--- src/rtl/sprite_regs_pkg.sv ---
// sprite_regs_pkg
//   Shared constants for the sprite/score register shadow block:
//   register indices of the Avalon map, bank geometry, power-on values
//   of the sprite/score registers and the CTRL register bit positions.
//   Imported by sprite_reg_shadow and available to any software-facing
//   model that needs the same map.

package sprite_regs_pkg;

  // Bank geometry
  localparam int SPR_NREGS = 13;
  localparam int SPR_DW    = 8;

  // Sprite/score register indices (Avalon word addresses)
  localparam int REG_DINO_X   = 0;
  localparam int REG_DINO_Y   = 1;
  localparam int REG_CACTUS_X = 2;
  localparam int REG_CACTUS_Y = 3;
  localparam int REG_BIRD_X   = 4;
  localparam int REG_BIRD_Y   = 5;
  localparam int REG_CLOUD_X  = 6;
  localparam int REG_CLOUD_Y  = 7;
  localparam int REG_GROUND_X = 8;
  localparam int REG_SPEED    = 9;
  localparam int REG_SCORE    = 10;
  localparam int REG_SCORE_X  = 11;
  localparam int REG_SCORE_Y  = 12;

  // Control/status registers following the sprite bank
  localparam int REG_CTRL    = 13;
  localparam int REG_FRAME   = 14;
  localparam int REG_IRQ_ACK = 15;

  // CTRL register bit positions
  localparam int CTRL_PENDING_BIT = 0;
  localparam int CTRL_AUTO_BIT    = 1;
  localparam int CTRL_IRQ_BIT     = 2;

  // Power-on contents of both banks, registers 0..12
  localparam logic [SPR_DW-1:0] RESET_VALS [SPR_NREGS] = '{
    8'd100, 8'd100, 8'd200, 8'd150, 8'd44, 8'd200, 8'd244,
    8'd100, 8'd100, 8'd4,   8'd0,   8'd0,   8'd0
  };

  localparam int RV_AW = $clog2(SPR_NREGS);

  // Power-on value for register k; registers beyond the table start at 0.
  function automatic logic [SPR_DW-1:0] reset_val(input int k);
    logic [SPR_DW-1:0] v;
    v = '0;
    if (k >= 0 && k < SPR_NREGS) begin
      v = RESET_VALS[RV_AW'(k)];
    end
    return v;
  endfunction

endpackage

--- src/rtl/vsync_edge_detect.sv ---
// vsync_edge_detect
//   Registers the active-low VGA vertical sync and flags the cycle in
//   which it falls (start of the sync pulse).
// Ports:
//   clk      in   system clock
//   reset_n  in   asynchronous active-low reset
//   vga_vs   in   VGA_VS from the timing counters (active-low)
//   vs_fall  out  high for the one cycle where vs_q == 1 and vga_vs == 0

module vsync_edge_detect (
  input  logic clk,
  input  logic reset_n,
  input  logic vga_vs,
  output logic vs_fall
);

  logic vs_q;

  // vs_q resets high so a sync line that is already low when reset is
  // released does not count as a frame start.
  always_ff @(posedge clk or negedge reset_n) begin
    if (!reset_n) begin
      vs_q <= 1'b1;
    end else begin
      vs_q <= vga_vs;
    end
  end

  // Combinational on purpose: the commit must land on the same clock edge
  // that samples the falling sync, not one cycle later.
  assign vs_fall = vs_q & ~vga_vs;

endmodule

--- src/rtl/sprite_reg_shadow.sv ---
// sprite_reg_shadow
//   Double-buffered sprite/score register file between the Avalon bus and
//   the display stage. The CPU writes a shadow bank at any time; the shadow
//   is copied to the active bank only at the start of vertical sync so
//   sprites never tear mid-frame. Also keeps a frame counter and a CTRL
//   register (pending / auto commit) for software frame pacing.
//
// Build option:
//   FRAME_IRQ_EN  when defined, a frame interrupt status bit is set on
//                 every commit, cleared by writing 1 to IRQ_ACK, and drives
//                 irq. When undefined, irq is tied 0, CTRL bit2 reads 0 and
//                 address 15 is unmapped.
//
// Ports:
//   clk, reset_n          clock, asynchronous active-low reset
//   chipselect/write/read Avalon slave strobes (no waitrequest)
//   address[8:0]          word address
//   writedata[31:0]       write data, registers use bits [DW-1:0]
//   readdata[31:0]        registered read data, 1-cycle latency
//   vga_vs                VGA vertical sync, active-low
//   active_regs           active bank, register k at [k*DW +: DW]
//   commit_pulse          one cycle high when the active bank is reloaded
//   frame_count[FCW-1:0]  vsync counter, wraps
//   irq                   frame interrupt (0 unless FRAME_IRQ_EN)

module sprite_reg_shadow
  import sprite_regs_pkg::*;
#(
  parameter int NREGS = SPR_NREGS,
  parameter int DW    = SPR_DW,
  parameter int FCW   = 16
) (
  input  logic                clk,
  input  logic                reset_n,
  input  logic                chipselect,
  input  logic                write,
  input  logic                read,
  input  logic [8:0]          address,
  input  logic [31:0]         writedata,
  output logic [31:0]         readdata,
  input  logic                vga_vs,
  output logic [NREGS*DW-1:0] active_regs,
  output logic                commit_pulse,
  output logic [FCW-1:0]      frame_count,
  output logic                irq
);

  // ------------------------------------------------------------------
  // Bus decode
  // ------------------------------------------------------------------
  logic wr_en;
  logic rd_en;
  logic ctrl_wr;

  assign wr_en   = chipselect & write;
  assign rd_en   = chipselect & read;
  assign ctrl_wr = wr_en && (address == 9'(REG_CTRL));

  // Only the low DW bits of writedata carry register data.
  logic unused_wdata;
  assign unused_wdata = ^writedata[31:DW];

  // ------------------------------------------------------------------
  // Frame start detection and commit decision
  // ------------------------------------------------------------------
  logic vs_fall;

  vsync_edge_detect u_vs_edge (
    .clk     (clk),
    .reset_n (reset_n),
    .vga_vs  (vga_vs),
    .vs_fall (vs_fall)
  );

  logic [NREGS-1:0] dirty;
  logic             pending_reg;
  logic             auto_reg;
  logic             irq_stat;
  logic             commit;

  assign commit = vs_fall && (pending_reg || (auto_reg && (|dirty)));

  // ------------------------------------------------------------------
  // Register banks: one shadow, one active and one dirty bit per register
  // ------------------------------------------------------------------
  logic [NREGS*DW-1:0] shadow_masked;

  generate
    for (genvar gi = 0; gi < NREGS; gi++) begin : g_reg
      localparam logic [DW-1:0] RST_VAL = DW'(reset_val(gi));

      logic [DW-1:0] shadow_reg;
      logic [DW-1:0] active_reg;
      logic          dirty_reg;
      logic          hit;

      assign hit = (address == 9'(gi));

      always_ff @(posedge clk or negedge reset_n) begin
        if (!reset_n) begin
          shadow_reg <= RST_VAL;
          active_reg <= RST_VAL;
          dirty_reg  <= 1'b0;
        end else begin
          // The active bank takes the pre-write shadow value when a CPU
          // write and a commit share the same cycle.
          if (commit) begin
            active_reg <= shadow_reg;
          end
          // A write in the commit cycle keeps the register dirty so the
          // new value goes out on the following frame.
          if (wr_en && hit) begin
            shadow_reg <= writedata[DW-1:0];
            dirty_reg  <= 1'b1;
          end else if (commit) begin
            dirty_reg <= 1'b0;
          end
        end
      end

      assign active_regs[gi*DW +: DW]   = active_reg;
      assign dirty[gi]                  = dirty_reg;
      assign shadow_masked[gi*DW +: DW] = hit ? shadow_reg : '0;
    end
  endgenerate

  // Address decode is one-hot over the bank, so the read value is the
  // per-bit OR of the masked shadow registers.
  logic [DW-1:0] shadow_sel;

  generate
    for (genvar gb = 0; gb < DW; gb++) begin : g_rd_bit
      logic [NREGS-1:0] column;
      for (genvar gi = 0; gi < NREGS; gi++) begin : g_col
        assign column[gi] = shadow_masked[gi*DW + gb];
      end
      assign shadow_sel[gb] = |column;
    end
  endgenerate

  // ------------------------------------------------------------------
  // CTRL: pending (self-clearing on commit) and auto commit enable
  // ------------------------------------------------------------------
  always_ff @(posedge clk or negedge reset_n) begin
    if (!reset_n) begin
      pending_reg <= 1'b0;
      auto_reg    <= 1'b0;
    end else begin
      // Setting pending in the commit cycle wins, so the request carries
      // over to the next frame instead of being lost.
      if (ctrl_wr && writedata[CTRL_PENDING_BIT]) begin
        pending_reg <= 1'b1;
      end else if (commit) begin
        pending_reg <= 1'b0;
      end
      if (ctrl_wr) begin
        auto_reg <= writedata[CTRL_AUTO_BIT];
      end
    end
  end

  // ------------------------------------------------------------------
  // Frame counter and commit pulse
  // ------------------------------------------------------------------
  always_ff @(posedge clk or negedge reset_n) begin
    if (!reset_n) begin
      frame_count  <= '0;
      commit_pulse <= 1'b0;
    end else begin
      if (vs_fall) begin
        frame_count <= frame_count + 1'b1;
      end
      commit_pulse <= commit;
    end
  end

  // ------------------------------------------------------------------
  // Frame interrupt
  // ------------------------------------------------------------------
`ifdef FRAME_IRQ_EN
  logic irq_stat_reg;
  logic ack_wr;

  assign ack_wr = wr_en && (address == 9'(REG_IRQ_ACK)) && writedata[0];

  always_ff @(posedge clk or negedge reset_n) begin
    if (!reset_n) begin
      irq_stat_reg <= 1'b0;
    end else if (commit) begin
      // Set wins over a simultaneous acknowledge.
      irq_stat_reg <= 1'b1;
    end else if (ack_wr) begin
      irq_stat_reg <= 1'b0;
    end
  end

  assign irq_stat = irq_stat_reg;
`else
  assign irq_stat = 1'b0;
`endif

  assign irq = irq_stat;

  // ------------------------------------------------------------------
  // Read path, registered
  // ------------------------------------------------------------------
  logic [31:0] ctrl_word;
  logic [31:0] rd_next;

  always_comb begin
    ctrl_word                   = '0;
    ctrl_word[CTRL_PENDING_BIT] = pending_reg;
    ctrl_word[CTRL_AUTO_BIT]    = auto_reg;
    ctrl_word[CTRL_IRQ_BIT]     = irq_stat;
  end

  always_comb begin
    rd_next = '0;
    if (address < 9'(NREGS)) begin
      rd_next = 32'(shadow_sel);
    end else if (address == 9'(REG_CTRL)) begin
      rd_next = ctrl_word;
    end else if (address == 9'(REG_FRAME)) begin
      rd_next = 32'(frame_count);
    end
  end

  always_ff @(posedge clk or negedge reset_n) begin
    if (!reset_n) begin
      readdata <= '0;
    end else if (rd_en) begin
      readdata <= rd_next;
    end
  end

endmodule

--- config.mk ---
export PLATFORM = sky130hd
export DESIGN_NAME = sprite_reg_shadow
export DESIGN_NICKNAME = d
export VERILOG_FILES = /design/src/rtl/sprite_regs_pkg.sv /design/src/rtl/vsync_edge_detect.sv /design/src/rtl/sprite_reg_shadow.sv
export SDC_FILE = /design/constraint.sdc
export NUM_CORES = 1
export LEC_CHECK = 0
export ABC_CLOCK_PERIOD_IN_PS = 2700
export BUFFER_PORTS_ARGS = -buffer_cell sky130_fd_sc_hd__buf_2
export CAP_MARGIN = 10
export CORE_MARGIN = 2
export CORE_UTILIZATION = 43
export DETAILED_ROUTE_END_ITERATION = 6
export PLACE_DENSITY = 0.66
export SETUP_SLACK_MARGIN = 0.3
export SLEW_MARGIN = 20
export SYNTH_ARGS = -nofsm -noshare
export SYNTH_HDL_FRONTEND = slang
export SYNTH_HIERARCHICAL = 1
export SYNTH_SLANG_ARGS = --single-unit
--- constraint.sdc ---
create_clock -name clk -period 2.7 [get_ports clk]
set_clock_uncertainty 0.2 [all_clocks]
set_input_delay 0.81 -clock clk [delete_from_list [all_inputs] [get_ports clk]]
set_output_delay 0.81 -clock clk [all_outputs]
set_load 0.02 [all_outputs]
==> results.tsv <==
stage	metric	value	unit
outcome	result_of_the_run	completed	
setup_path	worst_path_largest_cell_delay	0.39	ns
clocking	clock_path_buffers	3	
routing	drc	0	
power_and_ir_drop	worst_ir_drop_vdd	0.000425	V
final_layout	postLayoutCoreUtil	0.557	
worst_hold_path	hold_crit_path_type	input pin to async pin	
timing	grt_setup_unrepaired	true	
power_and_ir_drop	cellLeakagePower	7.14	nW
final_layout	layout.area.seq	6500	sq um
final_layout	fin_nets	1074	
synthesis	ys_ff_latch	257	
clocking	cts_inserted_buffers	27	
clocking	cts_hold_repair.buffers	0	
synthesis	count_of_warnings_emitted_by_yosys	6	
synthesis	synth_xor_xnor_area_share	0.0118	
power_and_ir_drop	internal_power_component	6.54	mW
grt	grt_start_max_net_pins	63	
power_and_ir_drop	switchingPower	2.16	mW
final_layout	n_antenna_cell	0	
floorplan	placement_rows	58	
routing	postRouteAntennaNets	0	
floorplan	top_ports	201	
timing	final-hold-violation-count	0	
floorplan	overall_die_area	27100	sq um
timing	tightestPinTransition	0.576	ns
placed_design	place.detailed.instances	1324	
final_layout	fillerInstances	2121	
floorplan	floorplan.initialDensity	0.440	
synthesis	yosys.area_share.simple	0.0675	
clocking	cts_htree_levels	1	
timing	relSlewSlack	0.612	
grt	grt_pass1_wl	44.8	mm
power_and_ir_drop	power.switching_fraction	0.248	
setup_path	crit_chain	nor4_2, buf_4, a41oi_1, o21ai_4, buf_12, buf_16, mux2_2	
grt	grt_use_total	0.217	
routing	route.layer.met1.wl	14.0	mm
routing	finalWirelength	29.7	mm
timing	fin_crit	2.35	ns
synthesis	synth_top_flop_cell	sky130_fd_sc_hd__dfrtp_1	
grt	first_global_vias	7436	
setup_path	critPathBufInv	3	
synthesis	synthesis.area	11100	sq um
synthesis	synth_top_family_by_area	multiplexers	
routing	drt_pre_antenna_iters	5	
routing	route.detailed.vias_per_inst	5.34	
clocking	clock_network_latency_to_the_later_pin_of_the_worst_skew_pair	0.53	ns
grt	grt-ovfl-total	0	
routing	num_vias	7351	
final_layout	share_of_cells_above_drive_strength_1	0.567	
setup_path	kind_of_end_point_of_the_critical_path	flip-flop	
clocking	cts_sinks	257	
setup_path	critical-path-slowest-cell	sky130_fd_sc_hd__dfrtp_1	
routing	drtIter0Drc	445	
synthesis	synth_edf_count	0	
synthesis	synth_largest_type_area_fraction	0.455	
placed_design	place.port_buffers	159	
setup_path	dominant_delay_contributor_by_cell_family_on_the_critical_path	buffers and inverters	
placed_design	place.gp.congestion	0.898	
final_layout	stdcell_count	1377	
synthesis	synth_area_leader_cell	sky130_fd_sc_hd__dfrtp_1	
routing	wl_met2	13.6	mm
timing	finalSetupTns	0	ns
synthesis	synth_fa_ha_area_frac	0.00113	
final_layout	area_growth_syn_to_layout	26.5	%
clocking	clock-root-buffer	sky130_fd_sc_hd__clkbuf_16	
clocking	cts_tree	yes	
setup_path	crit_type	flip-flop to flip-flop	
setup_path	start_kind	flip-flop	
setup_path	rr_startpoint	g_reg[3].dirty_reg	
grt	number_of_antenna_violations_at_the_first_check_in_global_routing	1	
placed_design	place_hpwl	21.3	mm
setup_path	worst_setup_path_startpoint	g_reg[3].dirty_reg	
timing	final_min_period_over_clock_period	0.869	
final_layout	multi_input_area	4460	sq um
job	max_cap_viol_count	0	
synthesis	post_synthesis_cell_type_count	61	
floorplan	floorplan.die.height	165	um
setup_path	crit_required	2.92	ns
timing	fmax	0.426	GHz
setup_path	cp_max_fo	31	
synthesis	synth_seq_area_share	0.585	
power_and_ir_drop	total_power	8.70	mW
setup_path	crit_arrival	2.56	ns
routing	topRoutingLayerUsed	met5	
synthesis	post_synth_main_area_contributors	sky130_fd_sc_hd__dfrtp_1 46%, sky130_fd_sc_hd__mux2_2 22%, sky130_fd_sc_hd__dfstp_2 13%, sky130_fd_sc_hd__mux2i_1 2.4%, sky130_fd_sc_hd__buf_4 1.3%	
routing	routed-wl-met3	1.50	mm
synthesis	synth_cells	800	
power_and_ir_drop	seq_power_share	0.473	
synthesis	synth_async_reset_ratio	1.00	
routing	wl_per_cell	21.6	um
synthesis	synth.avg_cell_area	13.9	sq um
power_and_ir_drop	power_density	619	nW/um^2
timing	setup_violations	0	
clocking	worst_setup_hold_path_clk_slew	0.06	ns
timing	final_max_slew_viol_count	0	
power_and_ir_drop	share_clk_of_total_power	0.429	
synthesis	compound_cell_area_share_of_the_yosys_netlist	0.0573	
power_and_ir_drop	combPwrFrac	0.097	
floorplan	horiz_die_dim	165	um
synthesis	post_synth_mux_area_share	0.243	
floorplan	core_region_area	25300	sq um
==> routing by layer <==
metal,GRT usage,vias to the layer above
li1,-,3340
met1,0.319,3752
met2,0.341,213
met3,0.0324,44
met4,0.0494,2
met5,0,-
==> synthesized netlist by cell type (all sizes together) (2+ instances only) <==
| cell type | instances |
|---|---|
| a211o | 2 |
| a21o | 12 |
| a21oi | 8 |
| a221o | 2 |
| a221oi | 5 |
| a22o | 10 |
| a22oi | 3 |
| a2bb2oi | 2 |
| a311oi | 2 |
| a31oi | 4 |
| a32oi | 5 |
| a41oi | 2 |
| and3 | 4 |
| buf | 50 |
| clkbuf | 16 |
| dfrtp | 202 |
| dfstp | 55 |
| inv | 6 |
| mux2 | 215 |
| mux2i | 27 |
| nand2 | 33 |
| nand3 | 10 |
| nand3b | 5 |
| nand4 | 5 |
| nand4b | 2 |
| nor2 | 27 |
| nor2b | 5 |
| nor3 | 7 |
| nor3b | 3 |
| nor4 | 12 |
| nor4bb | 3 |
| o211ai | 2 |
| o21ai | 12 |
| o22ai | 3 |
| o2bb2ai | 2 |
| o32ai | 5 |
| or4 | 3 |
| xnor2 | 10 |
| xor2 | 5 |
==> final timing paths <==
path                       slack (ns)  cells after the start                     end
max reg2reg                      0.35                      7  g_reg[3].active_reg[5]
min reg2reg                      0.28                      1     g_reg[11].dirty_reg
max in group asynchronous        1.50                      2  g_reg[9].active_reg[0]
max                              0.35                      7  g_reg[3].active_reg[5]
min in group clk                 0.21                      1          u_vs_edge/vs_q
min                              0.02                      1            commit_pulse
==> layout by cell type (no fill, tap or decap), types with 4 or more instances in the layout <==
master                      instances
sky130_fd_sc_hd__dfrtp_1          202
sky130_fd_sc_hd__a21o_1            12
sky130_fd_sc_hd__nand4_1            5
sky130_fd_sc_hd__a21oi_1            8
sky130_fd_sc_hd__buf_2            158
sky130_fd_sc_hd__nor2b_1            4
sky130_fd_sc_hd__a32oi_1            5
sky130_fd_sc_hd__nor4_4             4
sky130_fd_sc_hd__a221oi_1           5
sky130_fd_sc_hd__xnor2_1           10
sky130_fd_sc_hd__nand3b_1           5
sky130_fd_sc_hd__buf_12            19
sky130_fd_sc_hd__conb_1            17
sky130_fd_sc_hd__o21ai_0           11
sky130_fd_sc_hd__dfstp_2           55
sky130_fd_sc_hd__clkinv_2           7
sky130_fd_sc_hd__mux2_2           206
sky130_fd_sc_hd__o32ai_1            4
sky130_fd_sc_hd__and3_1             4
sky130_fd_sc_hd__nor2_4            10
sky130_fd_sc_hd__a22o_1            10
sky130_fd_sc_hd__xor2_1             5
sky130_fd_sc_hd__mux2_4             9
sky130_fd_sc_hd__inv_1              6
sky130_fd_sc_hd__clkbuf_1           5
sky130_fd_sc_hd__clkbuf_16         29
sky130_fd_sc_hd__nor2_1            17
sky130_fd_sc_hd__nand2_1           31
sky130_fd_sc_hd__nor3_1             7
sky130_fd_sc_hd__nor4_1             5
sky130_fd_sc_hd__clkbuf_8           7
sky130_fd_sc_hd__nand3_1            7
sky130_fd_sc_hd__a31oi_1            4
sky130_fd_sc_hd__mux2i_1           27
sky130_fd_sc_hd__buf_4             66
==> power by group through the flow <==
stage	registers, mW	logic (mW)	clock network (mW)
2_1_floorplan	4.26	0.374	0
3_3_place_gp	4.18	0.818	0
3_5_place_dp	4.19	0.826	0
4_1_cts	4.12	0.829	3.81
5_1_grt	4.14	0.917	3.99
6_report	4.12	0.847	3.74
==> final cells by class <==
cell class / instances / share of cell area
Sequential cell: 257 / 0.462
Timing Repair Buffer: 247 / 0.125
Multi-Input combinational cell: 487 / 0.317
Tap cell: 330 / 0.0294
Clock buffer: 39 / 0.0563
Inverter: 6 / 0.00160
Clock inverter: 11 / 0.00801
==> worst reg2reg max path, stage by stage, from the launching register on <==
cell	delay [ns]
sky130_fd_sc_hd__dfrtp_1	0.39
sky130_fd_sc_hd__nor4_2	0.29
sky130_fd_sc_hd__buf_4	0.16
sky130_fd_sc_hd__a41oi_1	0.17
sky130_fd_sc_hd__o21ai_4	0.26
sky130_fd_sc_hd__buf_12	0.16
sky130_fd_sc_hd__buf_16	0.19
sky130_fd_sc_hd__mux2_2	0.41
==> kinds of logic after synthesis <==
kind of cell,after synthesis
fa+ha+maj,1
buf+inv,72
other cells,1
flops,257
xor+xnor,15
simple gates,127
compound gates,85
mux,242
==> through the flow <==
stage / hold slack, ns / setup slack (ns) / instance area [sq um]
after global placement: 0.260 / -0.128 / 13100
after detailed placement: 0.268 / -0.125 / 13100
final: 0.0161 / 0.354 / 14100
after CTS: 0.0218 / 0.309 / 14000
after floorplan: 0.247 / -0.0973 / 11400
after global routing: 0.0406 / 0.279 / 14100
==> timing repair <==
item | CTS | global route
setup endpoints to repair | 0 | 72
setup buffers | 0 | 1
gates resized for setup | 0 | 2
Note: power is estimated with default switching activity, not from simulation.
